--- src/rtl/uart_tx_arbiter_pkg.sv ---
// Shared UART TX arbiter types and constants: FSM state encoding,
// default requester count and the round-robin successor helper.
package uart_tx_arbiter_pkg;

    localparam int TX_ARB_NUM_REQ = 3;

    typedef enum logic [1:0] {
        ARB_IDLE     = 2'd0,
        ARB_BURST    = 2'd1,
        ARB_CFG_WAIT = 2'd2,
        ARB_CFG_REQ  = 2'd3
    } tx_arbiter_fsm_e;

    function automatic int unsigned rr_next_idx(input int unsigned idx, input int unsigned num);
        return (idx + 1 >= num) ? 0 : idx + 1;
    endfunction

endpackage

--- src/rtl/uart_tx_arbiter_if.sv ---
// Bus bundle between the byte sources, the TX arbiter and the transmitter.
// stall_abort_o exists only when UART_ARB_STALL_TIMEOUT_EN is defined.
interface uart_tx_arbiter_if
    import uart_tx_arbiter_pkg::*;
#(
    parameter int NUM_REQ = TX_ARB_NUM_REQ,
    parameter int GNT_W   = $clog2(NUM_REQ)
);

    logic [NUM_REQ-1:0]   req_i;
    logic [8*NUM_REQ-1:0] data_i;
    logic [NUM_REQ-1:0]   last_i;
    logic [NUM_REQ-1:0]   ack_o;
    logic [7:0]           tx_data_o;
    logic                 tx_fifo_write_o;
    logic                 tx_fifo_full_i;
    logic                 tx_fifo_empty_i;
    logic                 tx_idle_i;
    logic                 cfg_start_i;
    logic                 config_req_mst_o;
    logic                 req_done_i;
    logic                 cfg_busy_o;
    logic [GNT_W-1:0]     grant_o;
`ifdef UART_ARB_STALL_TIMEOUT_EN
    logic                 stall_abort_o;
`endif

    // The arbiter itself uses the slave view; sources/transmitter use master.
    modport slave (
        input  req_i, data_i, last_i, tx_fifo_full_i, tx_fifo_empty_i,
               tx_idle_i, cfg_start_i, req_done_i,
        output ack_o, tx_data_o, tx_fifo_write_o, config_req_mst_o,
               cfg_busy_o, grant_o
`ifdef UART_ARB_STALL_TIMEOUT_EN
        , output stall_abort_o
`endif
    );

    modport master (
        output req_i, data_i, last_i, tx_fifo_full_i, tx_fifo_empty_i,
               tx_idle_i, cfg_start_i, req_done_i,
        input  ack_o, tx_data_o, tx_fifo_write_o, config_req_mst_o,
               cfg_busy_o, grant_o
`ifdef UART_ARB_STALL_TIMEOUT_EN
        , input stall_abort_o
`endif
    );

endinterface

--- src/rtl/uart_tx_arbiter_rr_priority_picker.sv ---
// Combinational round-robin picker: first set request at or after ptr_i,
// wrapping cyclically. Shared with the RX-side arbiter.
module rr_priority_picker
    import uart_tx_arbiter_pkg::*;
#(
    parameter int NUM_REQ = TX_ARB_NUM_REQ,
    parameter int GNT_W   = $clog2(NUM_REQ)
) (
    input  logic [NUM_REQ-1:0] req_i,
    input  logic [GNT_W-1:0]   ptr_i,
    output logic               found_o,
    output logic [GNT_W-1:0]   idx_o
);

    int cand;

    always_comb begin
        found_o = 1'b0;
        idx_o   = '0;
        cand    = 0;
        for (int i = 0; i < NUM_REQ; i++) begin
            cand = (int'(ptr_i) + i) % NUM_REQ;
            if (!found_o && req_i[cand]) begin
                found_o = 1'b1;
                idx_o   = GNT_W'(cand);
            end
        end
    end

endmodule

--- src/rtl/uart_tx_arbiter.sv ---
// Round-robin, burst-locked arbiter for the UART TX FIFO write port that also
// sequences master config requests. Optional: UART_ARB_STALL_TIMEOUT_EN.
module uart_tx_arbiter
    import uart_tx_arbiter_pkg::*;
#(
    parameter int NUM_REQ   = TX_ARB_NUM_REQ,
    parameter int GNT_W     = $clog2(NUM_REQ),
    parameter int MAX_STALL = 64
) (
    input  logic             clk_i,
    input  logic             rst_n_i,
    uart_tx_arbiter_if.slave bus
);

    if (NUM_REQ < 2 || NUM_REQ > 8 || MAX_STALL < 1) begin : g_param_check
        $error("uart_tx_arbiter: NUM_REQ must be 2..8 and MAX_STALL >= 1");
    end

    tx_arbiter_fsm_e    state_q, state_d;
    logic [GNT_W-1:0]   grant_q, rr_ptr_q, pick_idx, grant_succ;
    logic               pick_found, cfg_pending_q, last_ack, revoke;
    logic [NUM_REQ-1:0] ack;
    logic [7:0]         tx_data;
    logic               cfg_req;

    rr_priority_picker #(
        .NUM_REQ (NUM_REQ),
        .GNT_W   (GNT_W)
    ) u_picker (
        .req_i   (bus.req_i),
        .ptr_i   (rr_ptr_q),
        .found_o (pick_found),
        .idx_o   (pick_idx)
    );

    assign grant_succ = GNT_W'(rr_next_idx(32'(grant_q), NUM_REQ));
    assign last_ack   = (|ack) && bus.last_i[grant_q];

`ifdef UART_ARB_STALL_TIMEOUT_EN
    localparam int STALL_W = $clog2(MAX_STALL + 1);
    logic [STALL_W-1:0] stall_cnt_q;
    logic               stall_hit, stall_abort_q;

    // Only cycles where the granted source has nothing to offer count as stall.
    assign stall_hit = (state_q == ARB_BURST) && !bus.req_i[grant_q]
                       && (stall_cnt_q == STALL_W'(MAX_STALL - 1));

    always_ff @(posedge clk_i or negedge rst_n_i) begin
        if (!rst_n_i) begin
            stall_cnt_q   <= '0;
            stall_abort_q <= 1'b0;
        end else begin
            stall_abort_q <= stall_hit;
            if (state_q != ARB_BURST || (|ack) || stall_hit)
                stall_cnt_q <= '0;
            else if (!bus.req_i[grant_q])
                stall_cnt_q <= stall_cnt_q + 1'b1;
        end
    end

    assign revoke            = stall_hit;
    assign bus.stall_abort_o = stall_abort_q;
`else
    assign revoke = 1'b0;
`endif

    always_ff @(posedge clk_i or negedge rst_n_i) begin
        if (!rst_n_i)
            state_q <= ARB_IDLE;
        else
            state_q <= state_d;
    end

    // A pending configuration always wins re-arbitration, but never cuts a burst.
    always_comb begin
        state_d = state_q;
        unique case (state_q)
            ARB_IDLE: begin
                if (cfg_pending_q)
                    state_d = ARB_CFG_WAIT;
                else if (pick_found)
                    state_d = ARB_BURST;
            end
            ARB_BURST: begin
                if (last_ack || revoke)
                    state_d = ARB_IDLE;
            end
            ARB_CFG_WAIT: begin
                if (bus.tx_fifo_empty_i && bus.tx_idle_i)
                    state_d = ARB_CFG_REQ;
            end
            ARB_CFG_REQ: begin
                if (bus.req_done_i)
                    state_d = ARB_IDLE;
            end
            default: state_d = ARB_IDLE;
        endcase
    end

    always_comb begin
        ack     = '0;
        tx_data = 8'h00;
        cfg_req = (state_q == ARB_CFG_REQ);
        if (state_q == ARB_BURST) begin
            tx_data = bus.data_i[8*grant_q +: 8];
            if (bus.req_i[grant_q] && !bus.tx_fifo_full_i)
                ack[grant_q] = 1'b1;
        end
    end

    always_ff @(posedge clk_i or negedge rst_n_i) begin
        if (!rst_n_i) begin
            grant_q       <= '0;
            rr_ptr_q      <= '0;
            cfg_pending_q <= 1'b0;
        end else begin
            if (state_q == ARB_IDLE && !cfg_pending_q && pick_found)
                grant_q <= pick_idx;
            if (last_ack || revoke)
                rr_ptr_q <= grant_succ;
            if (state_q == ARB_CFG_REQ && bus.req_done_i)
                cfg_pending_q <= 1'b0;
            else if (bus.cfg_start_i)
                cfg_pending_q <= 1'b1;
        end
    end

    assign bus.ack_o            = ack;
    assign bus.tx_fifo_write_o  = |ack;
    assign bus.tx_data_o        = tx_data;
    assign bus.config_req_mst_o = cfg_req;
    assign bus.cfg_busy_o       = cfg_pending_q;
    assign bus.grant_o          = grant_q;

endmodule
--- src/flat_wrapper.sv ---
// flat-port wrapper written by rule: the top's interface ports become plain ports
module uart_tx_arbiter_flat import uart_tx_arbiter_pkg::*;
#(
    parameter int NUM_REQ   = TX_ARB_NUM_REQ,
    parameter int GNT_W     = $clog2(NUM_REQ),
    parameter int MAX_STALL = 64
)
  (clk_i, rst_n_i, bus_req_i, bus_data_i, bus_last_i, bus_tx_fifo_full_i, bus_tx_fifo_empty_i, bus_tx_idle_i, bus_cfg_start_i, bus_req_done_i, bus_ack_o, bus_tx_data_o, bus_tx_fifo_write_o, bus_config_req_mst_o, bus_cfg_busy_o, bus_grant_o);
  uart_tx_arbiter_if #(.NUM_REQ(NUM_REQ), .GNT_W(GNT_W)) bus_i ();
  input  logic clk_i;
  input  logic rst_n_i;
  input wire logic [$bits(bus_i.req_i)-1:0] bus_req_i;
  input wire logic [$bits(bus_i.data_i)-1:0] bus_data_i;
  input wire logic [$bits(bus_i.last_i)-1:0] bus_last_i;
  input wire logic [$bits(bus_i.tx_fifo_full_i)-1:0] bus_tx_fifo_full_i;
  input wire logic [$bits(bus_i.tx_fifo_empty_i)-1:0] bus_tx_fifo_empty_i;
  input wire logic [$bits(bus_i.tx_idle_i)-1:0] bus_tx_idle_i;
  input wire logic [$bits(bus_i.cfg_start_i)-1:0] bus_cfg_start_i;
  input wire logic [$bits(bus_i.req_done_i)-1:0] bus_req_done_i;
  output wire logic [$bits(bus_i.ack_o)-1:0] bus_ack_o;
  output wire logic [$bits(bus_i.tx_data_o)-1:0] bus_tx_data_o;
  output wire logic [$bits(bus_i.tx_fifo_write_o)-1:0] bus_tx_fifo_write_o;
  output wire logic [$bits(bus_i.config_req_mst_o)-1:0] bus_config_req_mst_o;
  output wire logic [$bits(bus_i.cfg_busy_o)-1:0] bus_cfg_busy_o;
  output wire logic [$bits(bus_i.grant_o)-1:0] bus_grant_o;
  assign bus_i.req_i = bus_req_i;
  assign bus_i.data_i = bus_data_i;
  assign bus_i.last_i = bus_last_i;
  assign bus_i.tx_fifo_full_i = bus_tx_fifo_full_i;
  assign bus_i.tx_fifo_empty_i = bus_tx_fifo_empty_i;
  assign bus_i.tx_idle_i = bus_tx_idle_i;
  assign bus_i.cfg_start_i = bus_cfg_start_i;
  assign bus_i.req_done_i = bus_req_done_i;
  assign bus_ack_o = bus_i.ack_o;
  assign bus_tx_data_o = bus_i.tx_data_o;
  assign bus_tx_fifo_write_o = bus_i.tx_fifo_write_o;
  assign bus_config_req_mst_o = bus_i.config_req_mst_o;
  assign bus_cfg_busy_o = bus_i.cfg_busy_o;
  assign bus_grant_o = bus_i.grant_o;
  uart_tx_arbiter #(.NUM_REQ(NUM_REQ), .GNT_W(GNT_W), .MAX_STALL(MAX_STALL)) u_core (.clk_i(clk_i), .rst_n_i(rst_n_i), .bus(bus_i));
endmodule
--- config.mk ---
export PLATFORM = sky130hd
export DESIGN_NAME = uart_tx_arbiter_flat
export DESIGN_NICKNAME = d
export VERILOG_FILES = /design/src/rtl/uart_tx_arbiter_pkg.sv /design/src/rtl/uart_tx_arbiter_if.sv /design/src/rtl/uart_tx_arbiter_rr_priority_picker.sv /design/src/rtl/uart_tx_arbiter.sv /design/src/flat_wrapper.sv
export SDC_FILE = /design/constraint.sdc
export NUM_CORES = 1
export LEC_CHECK = 0
export ABC_CLOCK_PERIOD_IN_PS = 2300
export CORE_UTILIZATION = 36
export DETAILED_ROUTE_END_ITERATION = 12
export GPL_TIMING_DRIVEN = 0
export MAX_ROUTING_LAYER = met4
export PLACE_DENSITY = 0.82
export SYNTH_ARGS = -nofsm -noshare
export SYNTH_HDL_FRONTEND = slang
export SYNTH_SLANG_ARGS = --single-unit
--- constraint.sdc ---
create_clock -name clk_i -period 2.3 [get_ports clk_i]
set_input_delay 0.46 -clock clk_i [delete_from_list [all_inputs] [get_ports clk_i]]
set_output_delay 0.46 -clock clk_i [all_outputs]
set_load 0.05 [all_outputs]
==> out/qor.yml <==
power_and_ir_drop:
  power_frac_seq_pct: 16.1
  peakVddDrop_uv: 629.8
  p_clk_share_pct: 7.2
  intPower_mw: 0.7467
  p_sw_mw: 0.8566
  swShare_pct: 53.43
  comb_power_share_pct: 76.7
  power.total_mw: 1.603
  power.leakage_nw: 0.6308
  power_density_nw_per_um2: 1098
floorplanning:
  fp.dieArea_um2: 2526
  ios: 53
  core_um2: 2212
  start_util_pct: 37.90
  die_w_um: 50.26
  die_h_um: 50.26
  rows: 17
layout:
  area_delta_synth_final_pct: 74.18
  final_common_cell: "clkdlybuf4s50_1"
  diodes: 0
  finalNetCount: 209
  drive_above_1_share_pct: 26.95
  final_cells: 195
  final_cell_mix: "clkdlybuf4s50_1 (37), a21oi_1 (15), nor2_1 (14)"
  n_fill_cell: 198
synth:
  ys_warn_count: 0
  syn_avg_cell_area_um2: 7.762
  syn_inst: 108
  yosysSeqAreaShare_pct: 20.90
  syn_nets: 149
  synth_ff_type: "dfrtp_1"
  synth.distinct_cells: 33
  synth_seq_cells: 7
  syn_area_um2: 838.3
  synth_edf_count: 0
  synthArstFlopShare_pct: 100.0
sta:
  hold_viol: 0
  min_period_ps: 2272
  skew_ps: 5.014
  fmax_ghz: 0.4401
  finalSetupViolCount: 0
  fin_crit_sh_pct: 98.78
  worst_slack_ps: 27.97
  drv_slew: 0
  slew_headroom_pct: 66.39
  holdWs_ps: 449.4
  rsz0062_at_grt: "true"
  tns_ps: 0
  tightest_slew_ps: 502.6
worst_setup_path:
  critical_path_class: "flip-flop to primary output"
  worstPathArrival_ps: 1810
  start_kind: "flip-flop"
  cp_slowest_cell: "dfrtp_2"
  endpoint_kind: "primary output"
  worstPathMaxFanout: 7
  cp_slowest_stage_delay_ps: 400
  crit_path_frequent_cell: "buf_6"
  required_ps: 1840
  path_cells: "buf_6, mux2_4, o21ai_4, clkinvlp_4, and3_2, buf_6"
grt:
  grt_start_max_net_pins: 11
  grt_pass1_vias: 995
  grt_overflow_total: 0
  antenna_found_initial: 0
  grt_pass1_wl_um: 4478
  grt_use_total_pct: 24.09
routing:
  firstDrtPassIters: 4
  wire_per_inst_um: 14.09
  drtIter0Drc: 17
  vias: 980
  vias_per_cell: 5.026
  wl_um: 2748
  ant_nets: 0
  route.detailed.drc: 0
clock_tree:
  cts_tree: "built"
  cts_root_buf: "clkbuf_4"
  clk_latency_ps: 260
  htreeDepth: 1
  cts_buffers: 3
  ctsHoldBuffers: 0
  path_clk_slew_ps: 50
  cts_sinks: 7
  cts_max_path_buffers: 2
job:
  cap_violations: 0
placement:
  post-place-ws_ps: -833.8
  hpwl_um: 2157
  place.gp.congestion: 0.8272
  place_inst: 188
  portBuffers: 52
hold_path:
  hp-class: "primary input to async pin"
status:
  status: "completed"
==> registers in the layout (all words and copies together), names as in the netlist <==
register	flops
u_core.bus.cfg_busy_o	1
u_core.bus.grant_o	2
u_core.rr_ptr_q	2
u_core.state_q	2
==> final timing paths <==
check | cells past startpoint | start | slack (ps) | end
min in group clk_i | 1 | u_core.rr_ptr_q[1] | 570 | u_core.rr_ptr_q[1]
max in group asynchronous | 1 | rst_n_i | 1600 | u_core.bus.grant_o[1]
worst max register to register | 8 | u_core.state_q[1] | 340 | u_core.rr_ptr_q[1]
worst min register to register | 1 | u_core.rr_ptr_q[1] | 570 | u_core.rr_ptr_q[1]
worst min-delay path | 1 | rst_n_i | 450 | u_core.rr_ptr_q[0]
worst max-delay path | 6 | u_core.bus.grant_o[1] | 30 | bus_ack_o[2]
==> metrics by stage <==
step / utilization (%) / cell area (µm²)
2_1_floorplan: - / 869.6
3_3_place_gp: 64.42 / 1425
3_5_place_dp: 64.42 / 1425
4_1_cts: 67.48 / 1493
5_1_grt: 66.01 / 1460
6_report: 66.01 / 1460
==> synthesized netlist by cell type (2+ instances only) <==
cell,number,area [µm²]
and3_1,2,12.51
buf_6,2,22.52
dfrtp_1,7,175.2
mux2i_1,12,120.1
buf_2,2,10.01
nor3_1,2,10.01
and2_1,2,12.51
nand2_1,6,22.52
a21oi_1,15,75.07
ha_1,4,50.05
inv_1,6,22.52
nor2_1,22,82.58
o22ai_1,2,12.51
clkbuf_1,2,7.510
nand2b_1,4,25.02
==> power groups by stage <==
stage                     sequential [mW]  clock, mW  combinational, mW
final                               0.259      0.115               1.23
after global routing                0.273      0.123               1.33
after CTS                           0.259      0.117               1.23
after detailed placement            0.262          0               1.20
after global placement              0.256          0               1.17
after floorplan                     0.332          0              0.793
==> kinds of logic after synthesis <==
group | share of synthesized area (%)
and+or+nand+nor | 23.58
AOI/OAI and AO/OA | 24.63
DFF | 20.90
adders and majority gates | 5.970
muxes | 17.46
buffers and inverters | 7.463
==> worst max-delay path, delay by kind of cell (launching register included) <==
| kind | cells | cell delay (ps) |
|---|---|---|
| AO/OA/AOI/OAI | 1 | 220 |
| flip-flops | 1 | 400 |
| AND/OR/NAND/NOR | 1 | 220 |
| multiplexers | 1 | 310 |
| buffers and inverters | 3 | 410 |
==> routing by layer <==
layer	vias to the layer above	GRT usage, %	wire (µm)
met4	0	9.048	46
met2	20	45.56	1565
met5	-	-	0
met3	5	2.727	51
li1	497	-	-
met1	458	25.09	1084
==> repair_timing <==
| item | in CTS | in global routing |
|---|---|---|
| gates cloned | 0 | 0 |
| endpoints found under the setup margin | 12 | 11 |
| setup buffers | 3 | 0 |
| pin swaps | 2 | 0 |
| gates resized for setup | 51 | 24 |
==> area by class of cell <==
cell class	instances	area, µm²	share of cell area [%]
Multi-Input combinational cell	89	648.1	44.39
Timing Repair Buffer	55	501.7	34.36
Sequential cell	7	177.7	12.17
Buffer	6	45.04	3.085
Tap cell	28	35.03	2.399
Clock buffer	4	26.28	1.799
Inverter	6	26.28	1.799
Power figures use the tool's default switching activity.
